--- src/rtl/ps2_cmd_ctrl.sv ---
// PS/2 keyboard command sequencer: issues reset (FF) and set-LED (ED + arg),
// handles FA/FE/AA/FC responses with resend and timeout, forwards scan bytes.
module ps2_cmd_ctrl #(
   parameter int TIMEOUT_CYC = 500000,
   parameter int MAX_RETRY   = 3
) (
   input  logic       clk,
   input  logic       rst,
   input  logic       init_req,
   input  logic       led_req,
   input  logic [2:0] led_val,
   input  logic       rx_valid,
   input  logic [7:0] rx_byte,
   input  logic       tx_busy,
   output logic       tx_start,
   output logic [7:0] tx_byte,
   output logic       key_valid,
   output logic [7:0] key_byte,
   output logic       busy,
   output logic       done,
   output logic       err,
   output logic [1:0] err_code
);

   localparam int TW = (TIMEOUT_CYC > 1) ? $clog2(TIMEOUT_CYC) : 1;
   localparam int RW = (MAX_RETRY > 0) ? $clog2(MAX_RETRY + 1) : 1;

   typedef enum logic [2:0] {
      IDLE, SEND_CMD, WAIT_TX1, WAIT_ACK1, SEND_ARG, WAIT_TX2, WAIT_ACK2, WAIT_BAT
   } state_t;

   state_t          state, state_nxt;
   logic            cmd_init;
   logic [2:0]      led_lat;
   logic            pend;
   logic [RW-1:0]   retry;
   logic [TW-1:0]   to_cnt;
   logic            seen_busy;

   logic fin_done, fin_err, load_cmd, load_arg, retry_clr, retry_inc;
   logic [1:0] fin_code;

   logic rx_fa, rx_fe, rx_aa, rx_fc, in_wait, consume, timed_out, counting;

   assign rx_fa     = rx_valid && (rx_byte == 8'hFA);
   assign rx_fe     = rx_valid && (rx_byte == 8'hFE);
   assign rx_aa     = rx_valid && (rx_byte == 8'hAA);
   assign rx_fc     = rx_valid && (rx_byte == 8'hFC);
   assign in_wait   = (state == WAIT_ACK1) || (state == WAIT_ACK2) || (state == WAIT_BAT);
   assign consume   = in_wait && (rx_fa || rx_fe || rx_aa || rx_fc);
   assign timed_out = (to_cnt == TW'(TIMEOUT_CYC - 1));
   assign counting  = in_wait || (state == WAIT_TX1) || (state == WAIT_TX2);

   always_ff @(posedge clk) begin
      if (rst) state <= IDLE;
      else     state <= state_nxt;
   end

   always_comb begin
      state_nxt = state;
      fin_done  = 1'b0;
      fin_err   = 1'b0;
      fin_code  = err_code;
      load_cmd  = 1'b0;
      load_arg  = 1'b0;
      retry_clr = 1'b0;
      retry_inc = 1'b0;
      case (state)
         IDLE: begin
            if (init_req || led_req || pend) begin
               state_nxt = SEND_CMD;
               load_cmd  = 1'b1;
               retry_clr = 1'b1;
            end
         end
         SEND_CMD: if (!tx_busy) state_nxt = WAIT_TX1;
         SEND_ARG: if (!tx_busy) state_nxt = WAIT_TX2;
         WAIT_TX1, WAIT_TX2: begin
            if (timed_out) begin
               fin_err = 1'b1; fin_code = 2'd1; state_nxt = IDLE;
            end else if (seen_busy && !tx_busy) begin
               state_nxt = (state == WAIT_TX1) ? WAIT_ACK1 : WAIT_ACK2;
            end
         end
         WAIT_ACK1, WAIT_ACK2: begin
            if (rx_fa) begin
               retry_clr = 1'b1;
               if (state == WAIT_ACK2) begin
                  fin_done = 1'b1; state_nxt = IDLE;
               end else if (cmd_init) begin
                  state_nxt = WAIT_BAT;
               end else begin
                  state_nxt = SEND_ARG; load_arg = 1'b1;
               end
            end else if (rx_fe) begin
               if (retry == RW'(MAX_RETRY)) begin
                  fin_err = 1'b1; fin_code = 2'd2; state_nxt = IDLE;
               end else begin
                  retry_inc = 1'b1;
                  state_nxt = (state == WAIT_ACK1) ? SEND_CMD : SEND_ARG;
               end
            end else if (timed_out) begin
               fin_err = 1'b1; fin_code = 2'd1; state_nxt = IDLE;
            end
         end
         WAIT_BAT: begin
            if (rx_aa) begin
               fin_done = 1'b1; state_nxt = IDLE;
            end else if (rx_fc) begin
               fin_err = 1'b1; fin_code = 2'd3; state_nxt = IDLE;
            end else if (timed_out) begin
               fin_err = 1'b1; fin_code = 2'd1; state_nxt = IDLE;
            end
         end
         default: state_nxt = IDLE;
      endcase
   end

   always_comb begin
      tx_start = !rst && ((state == SEND_CMD) || (state == SEND_ARG)) && !tx_busy;
      busy     = (state != IDLE);
   end

   // A led_req coinciding with an accepted init, or arriving while busy, is held as pending.
   always_ff @(posedge clk) begin
      if (rst) begin
         cmd_init  <= 1'b0;
         led_lat   <= 3'b000;
         pend      <= 1'b0;
         retry     <= '0;
         to_cnt    <= '0;
         seen_busy <= 1'b0;
         tx_byte   <= 8'h00;
         key_valid <= 1'b0;
         key_byte  <= 8'h00;
         done      <= 1'b0;
         err       <= 1'b0;
         err_code  <= 2'd0;
      end else begin
         if (load_cmd) begin
            cmd_init <= init_req;
            tx_byte  <= init_req ? 8'hFF : 8'hED;
         end else if (load_arg) begin
            tx_byte <= {5'b00000, led_lat};
         end
         if (led_req) led_lat <= led_val;
         if (state == IDLE) pend <= init_req && (pend || led_req);
         else if (led_req)  pend <= 1'b1;
         if (retry_clr)      retry <= '0;
         else if (retry_inc) retry <= retry + RW'(1);
         if (state_nxt != state) begin
            to_cnt    <= '0;
            seen_busy <= 1'b0;
         end else begin
            if (counting) to_cnt <= to_cnt + TW'(1);
            if (((state == WAIT_TX1) || (state == WAIT_TX2)) && tx_busy) seen_busy <= 1'b1;
         end
         key_valid <= rx_valid && !consume;
         if (rx_valid && !consume) key_byte <= rx_byte;
         done <= fin_done;
         err  <= fin_err;
         if (fin_err) err_code <= fin_code;
      end
   end

endmodule
--- config.mk ---
export PLATFORM = sky130hd
export DESIGN_NAME = ps2_cmd_ctrl
export DESIGN_NICKNAME = d
export VERILOG_FILES = /design/src/rtl/ps2_cmd_ctrl.sv
export SDC_FILE = /design/constraint.sdc
export NUM_CORES = 1
export LEC_CHECK = 0
export ABC_AREA = 1
export ABC_CLOCK_PERIOD_IN_PS = 4800
export CAP_MARGIN = 20
export CORE_MARGIN = 4
export CORE_UTILIZATION = 40
export DETAILED_ROUTE_END_ITERATION = 8
export DONT_BUFFER_PORTS = 1
export PLACE_DENSITY = 0.56
export SKIP_LAST_GASP = 1
export SLEW_MARGIN = 20
export SYNTH_ARGS = -nofsm -noshare
export SYNTH_HDL_FRONTEND = slang
export SYNTH_SLANG_ARGS = --single-unit
export TNS_END_PERCENT = 30
--- constraint.sdc ---
create_clock -name clk -period 4.8 [get_ports clk]
set_clock_uncertainty 0.2 [all_clocks]
set_input_delay 1.2 -clock clk [delete_from_list [all_inputs] [get_ports clk]]
set_output_delay 1.2 -clock clk [all_outputs]
set_load 0.01 [all_outputs]
# After elaboration in Yosys (flattened, before gate mapping)
# Index checks and enable logic that the tools add are counted.
# Widths: inputs -> output; s select.
[word_totals] register_bits=51 input_bits=17 out_inout_bits=23 elab_cells=119
[op_classes] addsub=2 eq_ne=17 mux=51 n_reduce_logical=36
[op_table] operator="$mux 3" n=14
[op_table] operator="$eq 8x8->1 const B" n=4
[op_table] operator="$mux 1" n=22
[op_table] operator="$add 19x1->19 const B" n=1
[op_table] operator="$eq 19x19->1 const B" n=1
[op_table] operator="$pmux 3 s6" n=1
[op_table] operator="$mux 8" n=2
[op_table] operator="$mux 2" n=7
[op_table] operator="$eq 3x3->1 const B" n=4
[op_table] operator="$logic_or 1x1->1" n=12
[op_table] operator="$logic_and 1x1->1" n=11
[op_table] operator="$reduce_or 2->1" n=4
[op_table] operator="$eq 3x2->1 const B" n=2
[op_table] operator="$pmux 2 s3" n=1
[op_table] operator="$reduce_bool 3->1" n=2
[op_table] operator="$mux 5" n=1
[op_table] operator="$reduce_and 5->1" n=1
[op_table] operator="$ne 2x2->1 const B" n=2
[op_table] operator="$pmux 1 s2" n=2
[op_table] operator="$reduce_bool 2->1" n=2
[op_table] operator="$eq 3x1->1 const B" n=1
[op_table] operator="$logic_not 1->1" n=3
[op_table] operator="$logic_not 3->1" n=1
[op_table] operator="$ne 3x3->1" n=1
[op_table] operator="other kinds (4)" n=4

# Logic depth before layout (Yosys ltp)
# Gate-level depths: netlist (run 1).
[depth] depth_word=8 depth_mapped=15

# Least setup slack after synthesis (run 1)
# OpenSTA, ideal clock, no wires.
[synth_path] kind="in2out" startpoint="input port tx_busy" endpoint="output port tx_start" t_arrival_ns=1.647 required_time_ns=3.400 slack_ns=1.753 cell_stages=3 path_buffers=0 path_cell_list="inv_1 > nand4_1 > a21oi_1"
[synth_between] elab_chain_cells=2
[synth_lines] element="start, declared" line_no="14" source="input logic tx_busy,"
[synth_lines] element="$logic_not 1->1" line_no="120" source="tx_start = !rst && ((state == SEND_CMD) || (state == SEND_ARG)) && !tx_busy;"
[synth_lines] element="$logic_and 1x1->1" line_no="120"
[synth_lines] element="end, declared" line_no="15" source="output logic tx_start,"
# No other way between the ends.

# Final worst setup path (run 1)
# Ends and elaborated chain as after synthesis.

==> results of run 1 <==
-- kinds of logic after synthesis --
kind of cell	count (synthesis)
AO/OA/AOI/OAI	43
multiplexers	1
XOR/XNOR	18
flip-flops	48
buffers and inverters	61
AND/OR/NAND/NOR	200
adder cells (fa/ha/maj)	2
-- area by class of cell --
| type | count | area (µm²) |
|---|---|---|
| Fill cell | 649 | 3370 |
| Multi-Input combinational cell | 264 | 1350 |
| Sequential cell | 48 | 961 |
| Inverter | 52 | 198 |
| Tap cell | 75 | 93.8 |
| Clock buffer | 6 | 82.6 |
| Clock inverter | 2 | 10.0 |
-- critical path: stages --
cell and delay [ns]:
inv_1 0.11, nand4_1 0.14, a21oi_1 0.32
-- flip-flops by register name, indices dropped and copies added (netlist names) --
signal     count
key_valid      1
done           1
led_lat        3
err            1
to_cnt        19
tx_byte        5
pend           1
seen_busy      1
retry          2
err_code       2
state          3
cmd_init       1
key_byte       8
-- routing by layer --
metal	GRT usage (%)	vias to the layer above	share of wire (%)
met5	0	-	0
met4	4.12	0	1.0
met3	3.29	7	4.0
met2	25.3	29	47
met1	18.7	980	48
li1	-	1179	-
-- power by group through the flow --
stage          Combinational [mW]  Clock (mW)  Sequential, mW
6_report                   0.0832       0.250           0.437
5_1_grt                    0.0983       0.277           0.439
4_1_cts                    0.0848       0.261           0.437
3_5_place_dp               0.0846           0           0.446
3_3_place_gp               0.0837           0           0.446
2_1_floorplan              0.0877           0           0.436
-- worst max path at each step --
stage | startpoint | end
floorplan | tx_busy | tx_start
global placement | rx_byte[0] | to_cnt[15]
detailed placement | rx_byte[0] | to_cnt[16]
CTS | tx_busy | tx_start
global route | rx_byte[0] | to_cnt[16]
finish | tx_busy | tx_start
-- cells in the mapped netlist, drive strengths merged, types with 2 or more instances --
master  count
nand2      72
dfxtp      48
ha          2
a21oi      17
nor3       10
o21ai      23
nor2       75
buf         7
xor2       15
o211ai      2
xnor2       3
clkbuf      2
nand3      30
inv        50
nand4      11
clkinv      2
-- layout by cell type, fill, tap and decap left out, types with 3 or more instances in the layout --
master     n
nand2_1   72
nor2_2    26
o21ai_0   18
nand3_1   29
o21ai_1    5
dfxtp_1   48
clkbuf_8   6
nand4_1   11
xnor2_1    3
nor3_1     7
xor2_1    15
inv_1     46
inv_2      3
nor2_1    49
a21oi_1   16
==> results.md, run 1 <==
- Initial antenna violation count: 0
- Die ar.: 0.00777 mm²
- Clock transition at path regs: 0.09 ns
- Number of I/O pins: 40
- Chip Height: 88.1 µm
- Dominant synthesized flop cell: dfxtp_1
- Sw Pwr: 215 µW
- Post-route DRC: 0
- Worst reg2reg setup slack: 2.11 ns
- Maximum root-to-sink buffer count: 2
- Worst r2r src: state[0]
- Post-CTS setup buffer count: 0
- Slew Limit Fails: 0
- Crit path capture type: primary output
- Num CTS Buffers: 5
- Hold slack final: 0.271 ns
- Clock Latency Late Sink: 0.30 ns
- Main combinational cell family by area after synthesis: simple AND/OR/NAND/NOR gates
- Net count reported at finish: 390
- CTS H-tree lvls: 2
- Status: completed
- CP Data Required Time: 3.40 ns
- Synthesized Nets: 392
- Power share of the clock group: 32.4%
- Vias in the first global route: 2145
- Power Internal: 554 µW
- Max cap viols: 0
- Crit path kind: in2out
- Layout cells sized above 1: 11.8%
- Routed WL: 5270 µm
- Final hold vios: 0
- Sw frac: 28.0%
- Final global-route overflow total: 0
- Final antenna-violating net count: 0
- Cells on worst reg2reg path: 10
- Reg power frac: 56.7%
- Ys Warns: 0
- Combinational share of power: 10.8%
- DIE WIDTH: 88.1 µm
- Worst Hold Depth: 2
- Fin worst setup slack: 1.63 ns
- Hold Path Class: reg2reg
- Final instance area: 0.00269 mm²
- Antenna diodes: 0
- Clk sink count: 48
- CTS Hold Bufs: 0
- Register bit count reported by yosys: 48
- Final-report setup violation count: 0
- RD Place Congestion: 0.863
- Sequential area share after synthesis: 37.4%
- Post-CTS sizing: 0
- Largest net degree at the start of global routing: 21
- DP Worst Slack: 1.39 ns
- Worst Path Arrival: 1.77 ns
- Post-Place Cells: 439
- Minimum clock period: 3.17 ns
- Top cell type by total area after synthesis: dfxtp_1
- Proportion of netlist area held by the largest area contributor: 37.4%
- Dpl hpwl: 4060 µm
- LEAKAGE: 1.14 nW
- Syn avg cell area: 6.89 µm²
- DR pass1 iterations: 4
- Core area: 0.00606 mm²
- Post-Layout Cell Count: 447
- Dpl cell area: 0.00260 mm²
- Area grow syn2layout: 4.72%
- Routed vias: 2195
- Initial Util: 42.4%
- WL/cell: 11.8 µm
- Yosys cell types: 30
- PwrDens: 286 mW/mm²
- Gr usage total: 14.8%
- Largest cells by area after synthesis: dfxtp_1 (37%), nand2_1 (11%), nor2_1 (7.2%)
- Hold path start: cmd_init
- DR iter-0 viols: 75
- Mapped Cells: 373
- Startpoint types: input pin
- Root Buffer: clkbuf_8
- Maximum VDD drop: 153 µV
- Worst slew pin tran: 0.624 ns
- IO buf count: 0
- Maximum fanout along the worst path: 5
- Fin util: 44.4%
- Mux cell area share after synthesis: 0.390%
- Post-synthesis adder-cell area fraction: 0.974%
- Final setup TNS: 0 ns
- Vias per inst: 4.91
- F_max: 0.315 GHz
- Max-slew headroom: 58.1%
- Synth Area in Compound Gates: 8.87%
- Synth Area in Simple Gates: 36.0%
- Post-synthesis xor/xnor area fraction: 6.14%
- # rows: 28
- Post-synth EDFFs: 0
- CTS tree: done
- First-pass GRT wire length: 9370 µm
- Power Total: 769 µW
- RSZ-0062 raised after global routing: no
- Fin crit share: 66.1%
- Asr flop ratio synth: 0%
- Hold Path Sink: cmd_init
- Cell Area, Synth: 0.00257 mm²
- Worst flop-to-flop path endpoint: to_cnt[10]
(Power assumes the default switching activity.)
==> run 2, diff against run 1 <==
--- a/config.mk
+++ b/config.mk
@@ -6,13 +6,13 @@
 export NUM_CORES = 1
 export LEC_CHECK = 0
 export ABC_AREA = 1
-export ABC_CLOCK_PERIOD_IN_PS = 4800
+export ABC_CLOCK_PERIOD_IN_PS = 2650
 export CAP_MARGIN = 20
 export CORE_MARGIN = 4
 export CORE_UTILIZATION = 40
 export DETAILED_ROUTE_END_ITERATION = 8
 export DONT_BUFFER_PORTS = 1
-export PLACE_DENSITY = 0.56
+export PLACE_DENSITY = 0.58
 export SKIP_LAST_GASP = 1
 export SLEW_MARGIN = 20
 export SYNTH_ARGS = -nofsm -noshare
==> constraint.sdc (replaced) <==
create_clock -name clk -period 2.65 [get_ports clk]
set_clock_uncertainty 0.2 [all_clocks]
set_input_delay 0.6625 -clock clk [delete_from_list [all_inputs] [get_ports clk]]
set_output_delay 0.6625 -clock clk [all_outputs]
set_load 0.01 [all_outputs]
==> results.md, run 2 (synthesis gave the netlist of run 1 again) <==
- Hold slack final: 0.219 ns
- Status: completed
- LEAKAGE: 1.16 nW
- Most frequent cells in the layout: nand2_1 (72), nor2_1 (49), dfxtp_1 (48)
- DR pass1 iterations: 4
- Fin crit share: 89.5%
- Combinational share of power: 12.4%
- Number of I/O pins: 40
- # rows: 28
- WL/cell: 11.8 µm
- Reg power frac: 56.6%
- Post-route DRC: 0
- IO buf count: 0
- Sequential Area: 961 µm²
- CTS tree: done
- Largest net degree at the start of global routing: 21
- Top reg by flops: to_cnt
- Final antenna-violating net count: 0
- Clock transition at path regs: 0.09 ns
- Dpl cell area: 0.00264 mm²
- CTS Hold Bufs: 0
- Slew Limit Fails: 0
- Initial antenna violation count: 0
- Layout cells sized above 1: 12.8%
- Maximum fanout along the worst path: 10
- First-pass GRT wire length: 9600 µm
- Final instance area: 0.00273 mm²
- Routed vias: 2141
- Clk sink count: 48
- Worst Path Arrival: 1.51 ns
- Initial Util: 42.4%
- F_max: 0.422 GHz
- Antenna diodes: 0
- Post-CTS setup buffer count: 0
- Gr usage total: 15.4%
- Vias per inst: 4.75
- Power Internal: 995 µW
- Final-report setup violation count: 0
- Area grow syn2layout: 6.19%
- Power share of the clock group: 30.9%
- Chip Height: 88.1 µm
- Net count reported at finish: 394
- CP max stage delay: 0.51 ns
- Final hold vios: 0
- Maximum root-to-sink buffer count: 2
- Num CTS Buffers: 5
- Most common cell after layout, fill and taps aside: nand2_1
- Die ar.: 0.00777 mm²
- Area of the multi-input gates: 0.00135 mm²
- Post-CTS sizing: 0
- Critical-path cell list: inv_4, nor3_2, nand2_1, a21oi_1
- Max cap viols: 0
- Delay-heaviest family, CP: flip-flops
- Hold Path Class: in2reg
- Slowest CP cell: dfxtp_1
- Sw Pwr: 399 µW
- Root Buffer: clkbuf_8
- Clock Latency Late Sink: 0.30 ns
- Sw frac: 28.6%
- DR iter-0 viols: 74
- Max-slew headroom: 71.0%
- CP Data Required Time: 1.79 ns
- WP buf/inv: 1
- DIE WIDTH: 88.1 µm
- Max reg flops: 19
- CTS H-tree lvls: 2
- FILL cells: 647
- RD Place Congestion: 0.879
- Maximum VDD drop: 260 µV
- Dpl hpwl: 4080 µm
- Crit path kind: reg2out
- RSZ-0062 raised after global routing: no
- Crit path capture type: primary output
- Largest registers: to_cnt: 19 flops, key_byte: 8 flops, tx_byte: 5 flops
- Fin util: 45.0%
- PwrDens: 511 mW/mm²
- Minimum clock period: 2.37 ns
- Worst slew pin tran: 0.434 ns
- Final global-route overflow total: 0
- Startpoint types: flop
- Final setup TNS: 0 ns
- Vias in the first global route: 2161
- Core area: 0.00606 mm²
- Routed WL: 5310 µm
==> run 2: final cells by class <==
| class | instances | area share, % |
|---|---|---|
| clock buffer | 5 | 2.52 |
| clock inverter | 3 | 0.688 |
| inverter | 52 | 7.25 |
| multi-input combinational | 264 | 49.3 |
| sequential | 48 | 35.2 |
| tap | 75 | 3.44 |
| timing repair buffer | 4 | 1.56 |
==> run 2: per-stage QoR <==
stage	power, mW	worst slack [ns]	cells
final	1.39	0.278	451
after global placement	0.981	0.192	443
after global routing	1.48	0.131	451
after CTS	1.42	0.242	451
after detailed placement	0.981	0.174	443
after floorplan	0.948	0.501	373
==> run 2: worst reg2reg max path, cell delays in order (launching register included) <==
cell and delay, ns:
dfxtp_1 0.58, inv_2 0.15, nor3_4 0.27, nand3_1 0.15, nor2_2 0.16, nor2_1 0.07, nand3_1 0.11, nand2_1 0.06
nand2_1 0.07, nand3_2 0.10, buf_12 0.18, nor2_2 0.10
==> run 2: path summary, 6_finish.rpt <==
kind / start / endpoint / slack [ns] / cells past startpoint
min reg2reg: cmd_init / cmd_init / 0.27 / 2
min: rst / state[2] / 0.22 / 1
max reg2reg: state[1] / to_cnt[0] / 0.40 / 11
max: state[2] / tx_start / 0.28 / 4
==> run 2: power groups by stage <==
| stage | combinational (mW) | sequential (mW) | clock [mW] |
|---|---|---|---|
| floorplan | 0.159 | 0.790 | 0 |
| global placement | 0.173 | 0.808 | 0 |
| detailed placement | 0.174 | 0.807 | 0 |
| CTS | 0.175 | 0.790 | 0.453 |
| global route | 0.201 | 0.795 | 0.486 |
| finish | 0.173 | 0.789 | 0.431 |
==> run 2: per-layer routing <==
layer  share of wire [%]  vias to the layer above  routed length, µm  track usage [%]
met4                0.75                        0                 40             4.12
met3                 2.5                        4                134             3.39
met1                  49                      921               2600             19.5
li1                    -                     1191                  -                -
met2                  48                       25               2530             26.6
met5                   0                        -                  0                0
==> run 3, diff against run 2 <==
--- a/config.mk
+++ b/config.mk
@@ -6,13 +6,14 @@
 export NUM_CORES = 1
 export LEC_CHECK = 0
 export ABC_AREA = 1
-export ABC_CLOCK_PERIOD_IN_PS = 2650
+export ABC_CLOCK_PERIOD_IN_PS = 1900
 export CAP_MARGIN = 20
 export CORE_MARGIN = 4
 export CORE_UTILIZATION = 40
 export DETAILED_ROUTE_END_ITERATION = 8
 export DONT_BUFFER_PORTS = 1
 export PLACE_DENSITY = 0.58
+export SETUP_SLACK_MARGIN = 0.2
 export SKIP_LAST_GASP = 1
 export SLEW_MARGIN = 20
 export SYNTH_ARGS = -nofsm -noshare
==> constraint.sdc (replaced) <==
create_clock -name clk -period 1.9 [get_ports clk]
set_clock_uncertainty 0.2 [all_clocks]
set_input_delay 0.475 -clock clk [delete_from_list [all_inputs] [get_ports clk]]
set_output_delay 0.475 -clock clk [all_outputs]
set_load 0.01 [all_outputs]
==> results.md, run 3 (synthesis gave the netlist of run 1 again) <==
- Status: finished with violations
- Violated checks: negative setup slack
- Minimum clock period: 2.15 ns
- Max reg flops: 19
- Final hold vios: 0
- Hold Path Sink: state[2]
- Core area: 0.00606 mm²
- Clk sink count: 48
- Clock Latency Late Sink: 0.30 ns
- DR pass1 iterations: 4
- Largest registers: to_cnt: 19 flops, key_byte: 8 flops, tx_byte: 5 flops
- Cells on worst reg2reg path: 16
- RD Place Congestion: 0.934
- Routed vias: 2551
- Most used cell, CP: nand2_1
- Startpoint types: flop
- Gr usage total: 18.4%
- CTS Hold Bufs: 0
- Area grow syn2layout: 42.3%
- CTS tree: done
- Chip Height: 88.1 µm
- Critical path startpoint: to_cnt[4]
- Post-route DRC: 0
- Clock transition at path regs: 0.09 ns
- FILL cells: 547
- Critical-path cell list: inv_2, nor2_1, nand2_1, nor2_4, nand3_4, nand3_2, nand2_1, nand2_2, nand2_2, nand2_1, nand2_1, inv_2, nand3_4, buf_6, buf_12, nor2_4
- Initial Util: 42.4%
- PwrDens: 613 mW/mm²
- Top reg by flops: to_cnt
- Fin worst setup slack: -0.249 ns
- WL/cell: 12.7 µm
- Routed WL: 6780 µm
- Post-Layout Cell Count: 533
- Final setup TNS: -4.57 ns
- Antenna diodes: 0
- Vias in the first global route: 2478
- Slowest CP cell: dfxtp_4
- Maximum fanout along the worst path: 6
- Worst r2r src: to_cnt[4]
- Power Total: 2.24 mW
- LEAKAGE: 1.61 nW
- Number of I/O pins: 40
- Most common cell after layout, fill and taps aside: buf_4
- Root Buffer: clkbuf_8
- Slew Limit Fails: 0
- Worst flop-to-flop path endpoint: to_cnt[9]
- Fin crit share: 113%
- CTS H-tree lvls: 2
- Largest net degree at the start of global routing: 19
- Hold Path Class: in2reg
- Dpl hpwl: 4770 µm
- Initial antenna violation count: 0
- Crit path capture type: flop
- Worst reg2reg setup slack: -0.25 ns
- Layout cells sized above 1: 39.1%
- DR iter-0 viols: 105
- Worst Path Arrival: 2.20 ns
- F_max: 0.465 GHz
- Final-report setup violation count: 24
- First-pass GRT wire length: 11400 µm
- IO buf count: 0
- Fin util: 60.3%
- Crit path kind: reg2reg
- Num CTS Buffers: 5
- Max cap viols: 0
- Most frequent cells in the layout: buf_4 (78), nand2_1 (57), inv_1 (42)
- Final antenna-violating net count: 0
- # rows: 28
- Max-slew headroom: 71.7%
- Worst slew pin tran: 0.423 ns
- CP Data Required Time: 1.95 ns
- DIE WIDTH: 88.1 µm
- Hold slack final: 0.0273 ns
- Post-Place Cells: 511
- Final global-route overflow total: 0
- CP max stage delay: 0.38 ns
- Worst Hold Depth: 1
- Maximum VDD drop: 410 µV
- Maximum root-to-sink buffer count: 2
- RSZ-0062 raised after global routing: yes
- Net count reported at finish: 476
- Vias per inst: 4.79
- Die ar.: 0.00777 mm²
- Hold path start: rst
==> run 3: stage by stage <==
stage | setup slack, ns | cell area [µm²]
final | -0.249 | 3660
after global routing | -0.383 | 3660
after CTS | -0.171 | 3540
after detailed placement | -0.284 | 3210
after global placement | -0.232 | 3210
after floorplan | -0.0356 | 2630
==> run 3: worst max-delay path by stage <==
| stage | endpoint | slack, ns |
|---|---|---|
| floorplan | to_cnt[9] | -0.04 |
| global placement | to_cnt[1] | -0.23 |
| detailed placement | to_cnt[0] | -0.28 |
| CTS | to_cnt[17] | -0.17 |
| global route | to_cnt[1] | -0.38 |
| finish | to_cnt[9] | -0.25 |
==> run 3: area by class of cell <==
class / instances / area, µm² / area share (%)
Sequential cell: 48 / 978 / 26.8
Tap cell: 75 / 93.8 / 2.57
Multi-Input combinational cell: 264 / 1570 / 43.0
Clock inverter: 2 / 35.0 / 0.958
Inverter: 52 / 204 / 5.58
Timing Repair Buffer: 86 / 701 / 19.2
Clock buffer: 6 / 72.6 / 1.98
==> run 3: routing by layer <==
metal / share of wire, % / vias to the layer above / global-route usage, % / routed length, µm
met2: 46 / 42 / 28.6 / 3150
met3: 5.5 / 8 / 4.61 / 373
li1: - / 1356 / - / -
met5: 0 / - / 0 / 0
met1: 47 / 1145 / 25.7 / 3180
met4: 1.2 / 0 / 4.53 / 80
==> run 3: timing repair <==
action | in CTS | in global routing
buffers inserted | 8 | 5
setup endpoints to repair | 39 | 44
gates cloned | 1 | 0
pin swaps | 14 | 17
resized for setup | 42 | 24
==> run 3: power breakdown <==
| part | total [mW] | switching, mW | internal, mW |
|---|---|---|---|
| logic | 0.408 | 0.220 | 0.189 |
| clock network | 0.741 | 0.350 | 0.391 |
| registers | 1.09 | 0.0459 | 1.04 |
==> run 3: critical path, delay by kind of cell, from the launching register on <==
kind / cells / cell delay, ns
AND/OR/NAND/NOR: 12 / 1.12
buffers and inverters: 4 / 0.38
flip-flops: 1 / 0.38
